<file path="config.mk">
export PLATFORM = sky130hd
export DESIGN_NAME = block_data_memory
export DESIGN_NICKNAME = d
export VERILOG_FILES = /design/src/rtl/block_data_memory.sv
export SDC_FILE = /design/constraint.sdc
export NUM_CORES = 2
export LEC_CHECK = 0
export CORE_UTILIZATION = 40
export DETAILED_ROUTE_END_ITERATION = 12
export PLACE_DENSITY_LB_ADDON = 0.1
export SLEW_MARGIN = 20
export SYNTH_ARGS = -nofsm -noshare
export SYNTH_HDL_FRONTEND = slang
export SYNTH_SLANG_ARGS = --single-unit
</file>
<file path="constraint.sdc">
create_clock -name clock -period 7 [get_ports clock]
set_input_delay 0.7 -clock clock [delete_from_list [all_inputs] [get_ports clock]]
set_output_delay 0.7 -clock clock [all_outputs]
set_load 0.1 [all_outputs]
</file>
<file path="src/rtl/block_data_memory.sv">
// block_data_memory: block-organised data memory that sits behind the data cache.
// Each access moves one whole block. A cycle counter sets the fixed access latency, and the
// requester holds read/write until busywait drops.
//
// Optional feature: define DMEM_BYTE_MASK_EN to add the byteenable port (per-byte write mask).
//
// Ports:
//   clock        rising-edge clock
//   reset        synchronous, active-high; clears FSM, counter, readdata, error flag and array
//   read         block read request, held until busywait is low
//   write        block write request, held until busywait is low
//   address      block address
//   writedata    write block; byte k = writedata[8k+7:8k]
//   byteenable   per-byte write enable (only with DMEM_BYTE_MASK_EN)
//   readdata     last block read; holds until the next read completes
//   busywait     high while an access is being accepted or is in progress
//   access_error one-cycle pulse after read and write were asserted together in idle
module block_data_memory #(
  parameter int unsigned ADDR_W        = 4,
  parameter int unsigned BLOCK_BYTES   = 16,
  parameter int unsigned READ_LATENCY  = 5,
  parameter int unsigned WRITE_LATENCY = 10
) (
  input  logic                       clock,
  input  logic                       reset,
  input  logic                       read,
  input  logic                       write,
  input  logic [ADDR_W-1:0]          address,
  input  logic [8*BLOCK_BYTES-1:0]   writedata,
`ifdef DMEM_BYTE_MASK_EN
  input  logic [BLOCK_BYTES-1:0]     byteenable,
`endif
  output logic [8*BLOCK_BYTES-1:0]   readdata,
  output logic                       busywait,
  output logic                       access_error
);

  localparam int unsigned DW     = 8 * BLOCK_BYTES;
  localparam int unsigned Depth  = 2 ** ADDR_W;
  localparam int unsigned MaxLat = (READ_LATENCY > WRITE_LATENCY) ? READ_LATENCY
                                                                  : WRITE_LATENCY;
  localparam int unsigned CntW   = $clog2(MaxLat) + 1;

  typedef enum logic [1:0] {StIdle, StRdWait, StWrWait, StDone} state_e;

  state_e                 state_q, state_d;
  logic [CntW-1:0]        cnt_q;
  logic [ADDR_W-1:0]      addr_q;
  logic [DW-1:0]          wdata_q;
  logic [BLOCK_BYTES-1:0] be_q;
  logic [DW-1:0]          readdata_q;
  logic                   access_error_q;
  logic [DW-1:0]          mem_q [Depth];

  logic accept_rd, accept_wr, commit_rd, commit_wr, req_conflict;

  // State register
  always_ff @(posedge clock) begin
    if (reset) begin
      state_q <= StIdle;
    end else begin
      state_q <= state_d;
    end
  end

  // Next-state logic
  always_comb begin
    state_d = state_q;
    unique case (state_q)
      StIdle: begin
        if (read && !write) begin
          state_d = StRdWait;
        end else if (write && !read) begin
          state_d = StWrWait;
        end
      end
      StRdWait: if (cnt_q == '0) state_d = StDone;
      StWrWait: if (cnt_q == '0) state_d = StDone;
      StDone:   state_d = StIdle;
      default:  state_d = StIdle;
    endcase
  end

  // Output and strobe logic
  always_comb begin
    busywait     = 1'b0;
    accept_rd    = 1'b0;
    accept_wr    = 1'b0;
    commit_rd    = 1'b0;
    commit_wr    = 1'b0;
    req_conflict = 1'b0;
    unique case (state_q)
      StIdle: begin
        // Raised in the request cycle so the requester stalls immediately.
        busywait     = read ^ write;
        accept_rd    = read & ~write;
        accept_wr    = write & ~read;
        req_conflict = read & write;
      end
      StRdWait: begin
        busywait  = 1'b1;
        commit_rd = (cnt_q == '0);
      end
      StWrWait: begin
        busywait  = 1'b1;
        commit_wr = (cnt_q == '0);
      end
      // One guaranteed low cycle so a held request is not re-accepted.
      StDone:  busywait = 1'b0;
      default: busywait = 1'b0;
    endcase
    if (reset) begin
      busywait = 1'b0;
    end
  end

  // Datapath: request latch, latency counter, readdata and storage array
  always_ff @(posedge clock) begin
    if (reset) begin
      cnt_q          <= '0;
      addr_q         <= '0;
      wdata_q        <= '0;
      be_q           <= '0;
      readdata_q     <= '0;
      access_error_q <= 1'b0;
      for (int unsigned i = 0; i < Depth; i++) begin
        mem_q[i] <= '0;
      end
    end else begin
      access_error_q <= req_conflict;
      if (accept_rd) begin
        addr_q <= address;
        cnt_q  <= CntW'(READ_LATENCY - 1);
      end else if (accept_wr) begin
        addr_q  <= address;
        wdata_q <= writedata;
`ifdef DMEM_BYTE_MASK_EN
        be_q    <= byteenable;
`else
        be_q    <= '1;
`endif
        cnt_q   <= CntW'(WRITE_LATENCY - 1);
      end else if ((state_q == StRdWait || state_q == StWrWait) && cnt_q != '0) begin
        cnt_q <= cnt_q - CntW'(1);
      end

      if (commit_rd) begin
        readdata_q <= mem_q[addr_q];
      end
      if (commit_wr) begin
        for (int k = 0; k < int'(BLOCK_BYTES); k++) begin
          if (be_q[k]) begin
            mem_q[addr_q][8*k +: 8] <= wdata_q[8*k +: 8];
          end
        end
      end
    end
  end

  assign readdata     = readdata_q;
  assign access_error = access_error_q;

endmodule

</file>
==> out/qor.csv <==
stage;metric;value;unit
outcome;status;finished with violations;
outcome;violations;design-rule violations;
sta;final.setup.tns;0;ns
cells_and_area;drive_gt1_frac;0.0851;
global_route;antenna_found_initial;14;
clock_network;cts_buffers;278;
sta;finalSetupViolCount;0;
detailed_routing;antenna_left;0;
clock_network;hold_buffers;0;
logic_synthesis;synth_top_family_by_area;simple AND/OR/NAND/NOR gates;
logic_synthesis;synth-xor-area-share;0.000347;
sta;min_period;4.88;ns
die;dieHeight;505;microns
sta;worstMarginPinSlew;1.17;ns
die;io_pins;266;
placed_design;hpwl;151000;microns
logic_synthesis;synth_compound_area_frac;0.0419;
detailed_routing;avgRoutedWirePerCell;27.6;microns
logic_synthesis;synthTopCellsByArea;edfxtp_1 61%, and2_1 13%, mux2i_1 7.7%;
run;maxCapViolations;0;
cells_and_area;final_nets;7576;
sta;max_slew_margin;0.219;
global_route;grt_overflow;0;
global_route;grt_max_degree;140;
logic_synthesis;yosys.area.top_type;edfxtp_1;
clock_network;clkSinkCount;2317;
cells_and_area;multi_input_area;31600;sq um
clock_network;cts_max_level;5;
sta;finalMaxSlewViolations;0;
logic_synthesis;synth_seq_cells;2317;
die;initial_core_util;0.402;
detailed_routing;via_per_inst;5.44;
clock_network;cts_buffer_depth;4;
power;pwr_density_cell;320;nW/um^2
logic_synthesis;yosys-mux-area-fraction;0.105;
clock_network;cts_resized;0;
detailed_routing;drt-total-wl;303000;microns
logic_synthesis;synth-edff-count;2048;
clock_network;clk_pin_slew;0.06;ns
cells_and_area;fillers;22100;
min_path;holdCritPathClass;input port to flip-flop;
worst_setup_path;criticalPathCategory;flip-flop to flip-flop;
cells_and_area;stdcell_count;11000;
sta;clock-skew-final;0.0389;ns
placed_design;gp_congestion;0.734;
global_route;grt_usage;0.236;
cells_and_area;regArea;66900;sq um
placed_design;port_buffers;265;
logic_synthesis;synthArstFlopShare;0;
cells_and_area;areaGrowthSynthToFinish;14.0;%
clock_network;cts_setup_buffers;0;
placed_design;dp_cells;10500;
die;core;251000;sq um
power;design_power_total;0.0369;W
logic_synthesis;synth.avg_cell_area;13.6;sq um
clock_network;worstSkewPairLatency;0.92;ns
logic_synthesis;syn-num-nets;7595;
logic_synthesis;yosysUniqueCellTypes;39;
detailed_routing;drtIter0Drc;5190;
die;dieArea;255000;sq um
detailed_routing;firstDrtPassIters;10;
clock_network;cts-root-buf;clkbuf_16;
power;leakagePower;39.2;nW
detailed_routing;vias;59800;
logic_synthesis;yosys-top-cells-count;2,051 x and2_1, 2,048 x edfxtp_1, 774 x mux2i_1;
sta;rsz0062_at_grt;no;
logic_synthesis;synth_cells;7450;
worst_setup_path;path_max_fanout;62;
worst_setup_path;crit_path_start_kind;flip-flop;
logic_synthesis;synth_top_area_share;0.608;
power;ir_worst_vdd;0.000305;V
sta;fmax;0.205;GHz
die;row_count;184;
worst_setup_path;critPathRequiredTime;7.54;ns
clock_network;cts_tree;built;
logic_synthesis;syn_area;101000;sq um
sta;min_period_over_period;0.697;
worst_setup_path;cp.arrival;5.41;ns
global_route;grt_first_pass_wirelength;440000;microns
global_route;grt_pass1_vias;61500;
logic_synthesis;synth-simple-area-share;0.163;
logic_synthesis;synthAdderAreaFrac;0.00111;
logic_synthesis;yosys_warnings;0;
logic_synthesis;synth-seq-area-share;0.662;
logic_synthesis;synthMostInstantiatedCell;and2_1;
detailed_routing;drc;2;
sta;hold_viol;0;
worst_setup_path;endpoint_kind;flip-flop;
die;die_x;505;microns
logic_synthesis;synth_ff_type;edfxtp_1;
layout by cell type, fill, tap and decap left out, types with 2 or more instances in the layout:
master           count
mux4_2             128
nand3b_1             3
nor4_1             127
bufinv_16           14
o21ai_1              2
a211oi_1           130
nand3_1              2
nor2_4              15
a21oi_1            131
clkinv_2            27
ha_1                 9
nand2b_1             2
clkbuf_1            84
or4b_1               2
clkbuf_8            31
nor2_1             394
nor4_4               2
and2_4               2
buf_4               83
clkinv_1            29
xor2_1               3
inv_6                6
diode_2             10
mux2i_1            774
inv_1                6
clkdlybuf4s50_1    264
a221oi_1           128
and2_1            2049
dfxtp_4              4
or2_4               17
dfxtp_1            265
edfxtp_1          2048
o22ai_1            130
nand2_1            260
buf_12              27
o21ai_0            126
nor3_1               3
clkbuf_16          285
routing by layer:
metal / wire, microns / vias to the layer above / global-route usage
li1: - / 26700 / -
met1: 133000 / 30900 / 0.319
met2: 148000 / 1643 / 0.397
met3: 14600 / 471 / 0.0284
met4: 8520 / 0 / 0.0708
met5: 0 / - / 0
worst max-delay path: stages, from the launching register on:
cell	delay, ns
dfxtp_1	0.34
inv_1	0.12
ha_1	0.17
or4b_1	0.56
or4b_1	0.88
nor2_4	0.88
or2_4	0.94
buf_12	0.46
sequential cells by signal, indices dropped and copies added (netlist names):
name,cells
cnt_q,5
readdata,128
state_q,2
mem_q,2048
wdata_q,128
addr_q,4
be_q,1
access_error,1
power breakdown:
part	leakage (nW)	total, W	internal [W]	switching (W)
clock network	4.21	0.0139	0.00829	0.00560
registers	23.3	0.0165	0.0157	0.000758
logic	11.7	0.00652	0.00191	0.00461
stage by stage:
stage | worst slack (ns) | hold slack [ns] | instance area, sq um | util
6_report | 2.12 | 0.182 | 115000 | 0.459
5_1_grt | 1.95 | 0.170 | 115000 | 0.459
4_1_cts | 2.06 | 0.123 | 115000 | 0.458
3_5_place_dp | 2.06 | 0.458 | 107000 | 0.424
3_3_place_gp | 2.02 | 0.459 | 107000 | 0.424
2_1_floorplan | 2.82 | 0.440 | 101000 | -
cell families (layout without fill, tap and decap cells):
group	count (synthesis)	after routing
other	0	10
XOR/XNOR	4	4
buffers and inverters	681	859
AND/OR/NAND/NOR	2887	2887
adder cells (fa/ha/maj)	9	9
AO/OA/AOI/OAI	650	650
flip-flops	2317	2317
multiplexers	902	902
layout make-up:
type / count / share of cell area
timing repair buffer: 376 / 0.0333
multi-input combinational: 4452 / 0.275
clock inverter: 77 / 0.00630
inverter: 6 / 0.000196
antenna: 10 / 0.000217
sequential: 2317 / 0.581
clock buffer: 400 / 0.0684
tap: 3348 / 0.0364
path summary, 6_finish.rpt:
path              startpoint             to  slack, ns  cells after the start
hold / removal         reset   readdata[66]       0.18                      2
setup / recovery    cnt_q[1]  mem_q[15][18]       2.12                      7
hold reg to reg      be_q[0]        be_q[0]       0.47                      2
setup reg to reg    cnt_q[1]  mem_q[15][18]       2.12                      7
Power figures use the tool's default switching activity.
